$ cat src/rtl/piso_serializer.sv
// -----------------------------------------------------------------------------
// piso_serializer
//
// Parallel-in / serial-out serializer. A WIDTH-bit word is accepted over a
// valid/ready handshake. It is then emitted one bit per clock on `so`, with
// frame markers so a downstream SIPO can find word boundaries. The optional
// inter-word gap is set with GAP_CYCLES.
//
// Optional feature (compile-time macro):
//   PISO_PARITY_EN : appends one even-parity bit (XOR of the data bits) after
//                    the last data bit; the frame becomes WIDTH+1 bits long.
//
// Parameters:
//   WIDTH      : data word width (2..32)
//   MSB_FIRST  : 1 = send bit WIDTH-1 first, 0 = send bit 0 first
//   GAP_CYCLES : idle cycles forced between frames (0..15)
//
// Ports:
//   clk       in   clock, rising edge
//   rst       in   asynchronous active-low reset
//   pi_data   in   parallel word (sampled only on acceptance)
//   pi_valid  in   pi_data is valid
//   pi_ready  out  word accepted this cycle if pi_valid (combinational)
//   so        out  serial data bit (0 whenever so_valid is 0)
//   so_valid  out  so carries a frame bit
//   so_first  out  first bit of the frame
//   so_last   out  last bit of the frame (last data bit, or parity bit)
//   busy      out  frame in flight (SHIFT, PARITY or GAP)
// -----------------------------------------------------------------------------
module piso_serializer #(
  parameter int unsigned WIDTH      = 4,
  parameter int unsigned MSB_FIRST  = 1,
  parameter int unsigned GAP_CYCLES = 0
) (
  input  logic             clk,
  input  logic             rst,
  input  logic [WIDTH-1:0] pi_data,
  input  logic             pi_valid,
  output logic             pi_ready,
  output logic             so,
  output logic             so_valid,
  output logic             so_first,
  output logic             so_last,
  output logic             busy
);

  localparam int unsigned      CNT_W    = $clog2(WIDTH);
  localparam logic [CNT_W-1:0] CNT_LOAD = CNT_W'(WIDTH - 1);
  // The GAP state is unreachable when GAP_CYCLES is 0, so the load value is
  // only meaningful for GAP_CYCLES >= 1.
  localparam logic [3:0]       GAP_LOAD = (GAP_CYCLES > 0) ? 4'(GAP_CYCLES - 1) : 4'd0;

`ifdef PISO_PARITY_EN
  localparam bit PARITY_EN = 1'b1;
  typedef enum logic [1:0] {S_IDLE, S_SHIFT, S_GAP, S_PARITY} state_e;
`else
  localparam bit PARITY_EN = 1'b0;
  typedef enum logic [1:0] {S_IDLE, S_SHIFT, S_GAP} state_e;
`endif

  state_e           state_q, state_d;
  logic [WIDTH-1:0] sreg_q, sreg_d;      // head bit is the one currently on so
  logic [CNT_W-1:0] cnt_q, cnt_d;        // data bits remaining after the current one
  logic [3:0]       gap_q, gap_d;        // GAP cycles remaining after the current one
  logic             so_q, so_d;
  logic             so_valid_q, so_valid_d;
  logic             so_first_q, so_first_d;
  logic             so_last_q, so_last_d;
`ifdef PISO_PARITY_EN
  logic             par_q, par_d;        // even parity of the accepted word
`endif

  logic [WIDTH-1:0] sreg_shift;
  logic             last_serial;         // final serial cycle of the current frame
  logic             accept;

  // Bit presented first for a given register content.
  function automatic logic head_bit(input logic [WIDTH-1:0] v);
    return (MSB_FIRST != 0) ? v[WIDTH-1] : v[0];
  endfunction

  assign sreg_shift = (MSB_FIRST != 0) ? (sreg_q << 1) : (sreg_q >> 1);

`ifdef PISO_PARITY_EN
  assign last_serial = (state_q == S_PARITY);
`else
  assign last_serial = (state_q == S_SHIFT) && (cnt_q == '0);
`endif

  // Back-to-back streaming: with no gap, the next word may be taken in the
  // final serial cycle so its first bit follows without a bubble.
  assign pi_ready = (state_q == S_IDLE) || ((GAP_CYCLES == 0) && last_serial);
  assign accept   = pi_valid && pi_ready;

  // NOTE: every variable gets a default before the case so no path leaves it
  // unassigned; an unassigned path would infer a latch.
  always_comb begin
    state_d    = state_q;
    sreg_d     = sreg_q;
    cnt_d      = cnt_q;
    gap_d      = gap_q;
    so_d       = 1'b0;
    so_valid_d = 1'b0;
    so_first_d = 1'b0;
    so_last_d  = 1'b0;
`ifdef PISO_PARITY_EN
    par_d      = par_q;
`endif

    unique case (state_q)
      S_SHIFT: begin
        if (cnt_q != '0) begin
          sreg_d     = sreg_shift;
          cnt_d      = cnt_q - CNT_W'(1);
          so_d       = head_bit(sreg_shift);
          so_valid_d = 1'b1;
          so_last_d  = (cnt_q == CNT_W'(1)) && !PARITY_EN;
        end
`ifdef PISO_PARITY_EN
        else begin
          state_d    = S_PARITY;
          so_d       = par_q;
          so_valid_d = 1'b1;
          so_last_d  = 1'b1;
        end
`endif
      end
      S_GAP: begin
        if (gap_q == 4'd0) state_d = S_IDLE;
        else               gap_d   = gap_q - 4'd1;
      end
      default: ;
    endcase

    // End of frame: go through the gap if configured, otherwise back to idle.
    if (last_serial) begin
      if (GAP_CYCLES > 0) begin
        state_d = S_GAP;
        gap_d   = GAP_LOAD;
      end else begin
        state_d = S_IDLE;
      end
    end

    // Acceptance overrides the end-of-frame choice (back-to-back case).
    if (accept) begin
      state_d    = S_SHIFT;
      sreg_d     = pi_data;
      cnt_d      = CNT_LOAD;
      so_d       = head_bit(pi_data);
      so_valid_d = 1'b1;
      so_first_d = 1'b1;
      so_last_d  = 1'b0;
`ifdef PISO_PARITY_EN
      par_d      = ^pi_data;
`endif
    end
  end

  // NOTE: sequential state uses non-blocking assignments so every flop samples
  // the pre-edge values regardless of statement order.
  // NOTE: the shift register is reset along with the control state; it is a
  // single word, and a known value keeps a discarded partial word from
  // lingering after a mid-frame reset.
  always_ff @(posedge clk or negedge rst) begin
    if (!rst) begin
      state_q    <= S_IDLE;
      sreg_q     <= '0;
      cnt_q      <= '0;
      gap_q      <= '0;
      so_q       <= 1'b0;
      so_valid_q <= 1'b0;
      so_first_q <= 1'b0;
      so_last_q  <= 1'b0;
`ifdef PISO_PARITY_EN
      par_q      <= 1'b0;
`endif
    end else begin
      state_q    <= state_d;
      sreg_q     <= sreg_d;
      cnt_q      <= cnt_d;
      gap_q      <= gap_d;
      so_q       <= so_d;
      so_valid_q <= so_valid_d;
      so_first_q <= so_first_d;
      so_last_q  <= so_last_d;
`ifdef PISO_PARITY_EN
      par_q      <= par_d;
`endif
    end
  end

  assign so       = so_q;
  assign so_valid = so_valid_q;
  assign so_first = so_first_q;
  assign so_last  = so_last_q;
  assign busy     = (state_q != S_IDLE);

endmodule

$ cat config.mk
export PLATFORM = sky130hd
export DESIGN_NAME = piso_serializer
export DESIGN_NICKNAME = d
export VERILOG_FILES = /design/src/rtl/piso_serializer.sv
export SDC_FILE = /design/constraint.sdc
export NUM_CORES = 1
export LEC_CHECK = 0
export CAP_MARGIN = 10
export CORE_AREA = 5 5 42 44
export CTS_BUF_LIST = sky130_fd_sc_hd__clkbuf_8
export DETAILED_ROUTE_END_ITERATION = 7
export DIE_AREA = 0 0 47 49
export SLEW_MARGIN = 10
export SYNTH_ARGS = -nofsm -noshare
export SYNTH_HDL_FRONTEND = slang
export SYNTH_SLANG_ARGS = --single-unit
$ cat constraint.sdc
create_clock -name clk -period 3.65 [get_ports clk]
set_input_delay 0.73 -clock clk [delete_from_list [all_inputs] [get_ports clk]]
set_output_delay 0.73 -clock clk [all_outputs]
set_load 0.05 [all_outputs]
==> impl_metrics.env <==
export IMPL_run_status="finished clean"
export IMPL_timing_final_setup_violations=0
export IMPL_vias=292
export IMPL_layout_worst_path_cycle_share_pct=75.2
export IMPL_grt_pass1_wl_microns=1150
export IMPL_grt_pass1_vias=273
export IMPL_die_area_sq_um=2300
export IMPL_number_of_buffers_inserted_during_clock_tree_synthesis=3
export IMPL_syn_instance_count=38
export IMPL_gp_congestion=0.685
export IMPL_final_max_slew_viol_count=0
export IMPL_maxClockFrequency_ghz=0.365
export IMPL_clock_path_buffers=2
export IMPL_reg2reg_from="cnt_q[0]"
export IMPL_synthesized_area_fraction_occupied_by_and_or_nand_nor_cells_pct=15.1
export IMPL_cts_hold_fix_buffers=0
export IMPL_place_inst=64
export IMPL_grt_use_total_pct=7.18
export IMPL_synth_adder_area_share_pct=5.59
export IMPL_pin_count_of_the_biggest_net_entering_global_routing=16
export IMPL_diodes_inserted=0
export IMPL_finalWorstPathRequiredPeriod_ps=2740
export IMPL_cts_htree_levels=1
export IMPL_crit_path_launch_type="register"
export IMPL_die_height_microns=49
export IMPL_hold_ws_ps=482
export IMPL_power_per_cell_area_nw_per_um2=938
export IMPL_synth_area_top_cells="dfrtp_1 (56%), mux2i_1 (6.7%), o21ai_2 (5.9%), ha_1 (5.6%), nand2_1 (4.2%)"
export IMPL_min_path_type="reg2reg"
export IMPL_min_from="sreg_q[2]"
export IMPL_die_x_microns=47
export IMPL_synth_cell_area_sq_um=448
export IMPL_cp_arrival_ps=2010
export IMPL_syn2layout_area_growth_pct=35.5
export IMPL_initial_utilization_pct=32.0
export IMPL_timing_critical_path_fanout_max=15
export IMPL_setup_worst_path_class="reg2out"
export IMPL_design_final_nets=62
export IMPL_tritoncts_clock_tree="done"
export IMPL_initial_antenna_violation_count=0
export IMPL_worstReg2RegEnd="so_first"
export IMPL_layout_drive_gt1_share_pct=19.6
export IMPL_drt_pass1_iterations=3
export IMPL_worst_r2r_cell_count=4
export IMPL_average_wire_length_per_cell_after_detail_routing_microns=10.5
export IMPL_timing_critical_path_from="cnt_q[0]"
export IMPL_main_combinational_cell_family_by_area_after_synthesis="simple AND/OR/NAND/NOR gates"
export IMPL_final_hold_fails=0
export IMPL_kind_of_capture_point_of_the_worst_setup_path="output pin"
export IMPL_postLayoutCoreUtil_pct=43.3
export IMPL_synth_top_cell_area_share_pct=55.9
export IMPL_postRouteAntennaNets=0
export IMPL_finalNonFillerCells=67
export IMPL_worst_slew_pin_transition_ps=494
export IMPL_post_synth_xor_xnor_area_pct=0
export IMPL_post_synth_cell_area_avg_sq_um=11.8
export IMPL_route_detailed_vias_per_inst=4.36
export IMPL_clock_tree_skew_after_final_layout_ps=3.33
export IMPL_relSlewSlack_pct=67.0
export IMPL_compound_gate_portion_of_the_synthesized_area_pct=9.22
export IMPL_setup_reg_to_reg_worst_slack_ps=2290
export IMPL_timing_critical_path_slowest_cell_delay_ps=710
export IMPL_crit_path_top_delay_cell="clkdlybuf4s50_1"
export IMPL_fraction_of_the_yosys_area_taken_by_sequential_cells_pct=55.9
export IMPL_share_of_synthesized_area_spent_on_multiplexers_pct=6.70
export IMPL_hpwl_microns=496
export IMPL_tns_ps=0
export IMPL_grt_setup_unrepaired="no"
export IMPL_vdd_ir_drop_max_uv=470
export IMPL_worst_path_most_repeated_cell="inv_1"
export IMPL_critical_path_required_ps=2920
export IMPL_core_area_sq_um=1400
export IMPL_clkLatencyLatePin_ps=240
export IMPL_cp_cell_sequence="inv_1 -> ha_1 -> nor2b_4 -> inv_1 -> clkdlybuf4s50_1"
export IMPL_setup_ws_ps=907
export IMPL_drt_initial_violations=2
export IMPL_synth_largest_area_cell="dfrtp_1"
export IMPL_grt_overflow_total=0
export IMPL_place_port_buffers=12
export IMPL_synth_seq_cells=10
export IMPL_synth_lib_cells_used_distinct=14
export IMPL_clk_transition_reported_paths_ps=50
export IMPL_cts_post_setup_buffers_inserted=0
export IMPL_synth_nets=47
export IMPL_ctsRootBufferMaster="clkbuf_8"
export IMPL_dpl_worst_slack_ps=1160
export IMPL_drt_drc_violations_left=0
export IMPL_number_of_cells_upsized_or_downsized_after_cts=0
export IMPL_worst_setup_path_endpoint="pi_ready"
export IMPL_rows=14
export IMPL_max_cap_viol_count=0
export IMPL_io_pins=13
export IMPL_sink_count=10
export IMPL_drt_wl_total_microns=704
export IMPL_synth_warning_count=0
export IMPL_p_leak_nw=0.289
power by group:
group          total, mW  internal, mW  switching [mW]
clock network      0.114        0.0722          0.0423
logic              0.279         0.101           0.178
registers          0.176         0.155          0.0208
worst max-delay path: cells and delay by family, from the launching register on:
kind,cells,cell delay [ps]
and+or+nand+nor,1,320
adders and majority gates,1,230
DFF,1,390
buffers and inverters,3,850
layout make-up:
cell class              count  area (sq um)
clock buffers               3          41.3
fillers                   155           795
flip-flops and latches     10           250
multi-input cells          23           164
repair buffers             12           120
well taps                  16          20.0
inverters                   3          11.3
layer usage:
metal / routed length [microns] / vias up / GRT usage, %
met5: 0 / - / 0
met4: 7 / 0 / 5.53
met3: 58 / 2 / 3.32
met2: 318 / 10 / 8.82
met1: 320 / 132 / 9.28
li1: - / 148 / -
per-stage QoR:
step | power [mW] | cell area [sq um]
finish | 0.569 | 607
global route | 0.603 | 607
CTS | 0.574 | 607
detailed placement | 0.459 | 566
global placement | 0.455 | 566
floorplan | 0.398 | 448
how the worst min path moves through the flow:
stage | end | cells after the start
floorplan | cnt_q[0] | 0
global placement | sreg_q[1] | 2
detailed placement | sreg_q[2] | 2
CTS | sreg_q[1] | 2
global route | sreg_q[1] | 2
finish | so | 2
cells in the final DEF (no fill, tap or decap), drive strengths merged:
| cell type | n |
|---|---|
| nor2b | 1 |
| ha | 2 |
| nor2 | 1 |
| clkbuf | 3 |
| and2b | 1 |
| nor3 | 2 |
| clkdlybuf4s50 | 12 |
| nand2 | 5 |
| or2 | 2 |
| o21ai | 3 |
| mux2i | 3 |
| inv | 3 |
| a21oi | 3 |
| dfrtp | 10 |
synth_stat cells, drive strengths merged:
cell type  number
o21ai           3
ha              2
dfrtp          10
or2             2
nor2b           1
nor3            2
nand2           5
nor2            1
mux2i           3
a21oi           3
and2b           1
buf             2
inv             3
sequential cells by signal, indices dropped and copies added (netlist names):
signal,cells
cnt_q,2
state_q,1
so_last,1
sreg_q,3
so,1
so_valid,1
so_first,1
kinds of logic (layout without fill, tap and decap cells):
family | after synthesis | after routing
buffers and inverters | 5 | 18
adder cells (fa/ha/maj) | 2 | 2
AO/OA/AOI/OAI | 6 | 6
multiplexers | 3 | 3
AND/OR/NAND/NOR | 12 | 12
flip-flops | 10 | 10
No activity file was read; power rests on OpenSTA's default activity.
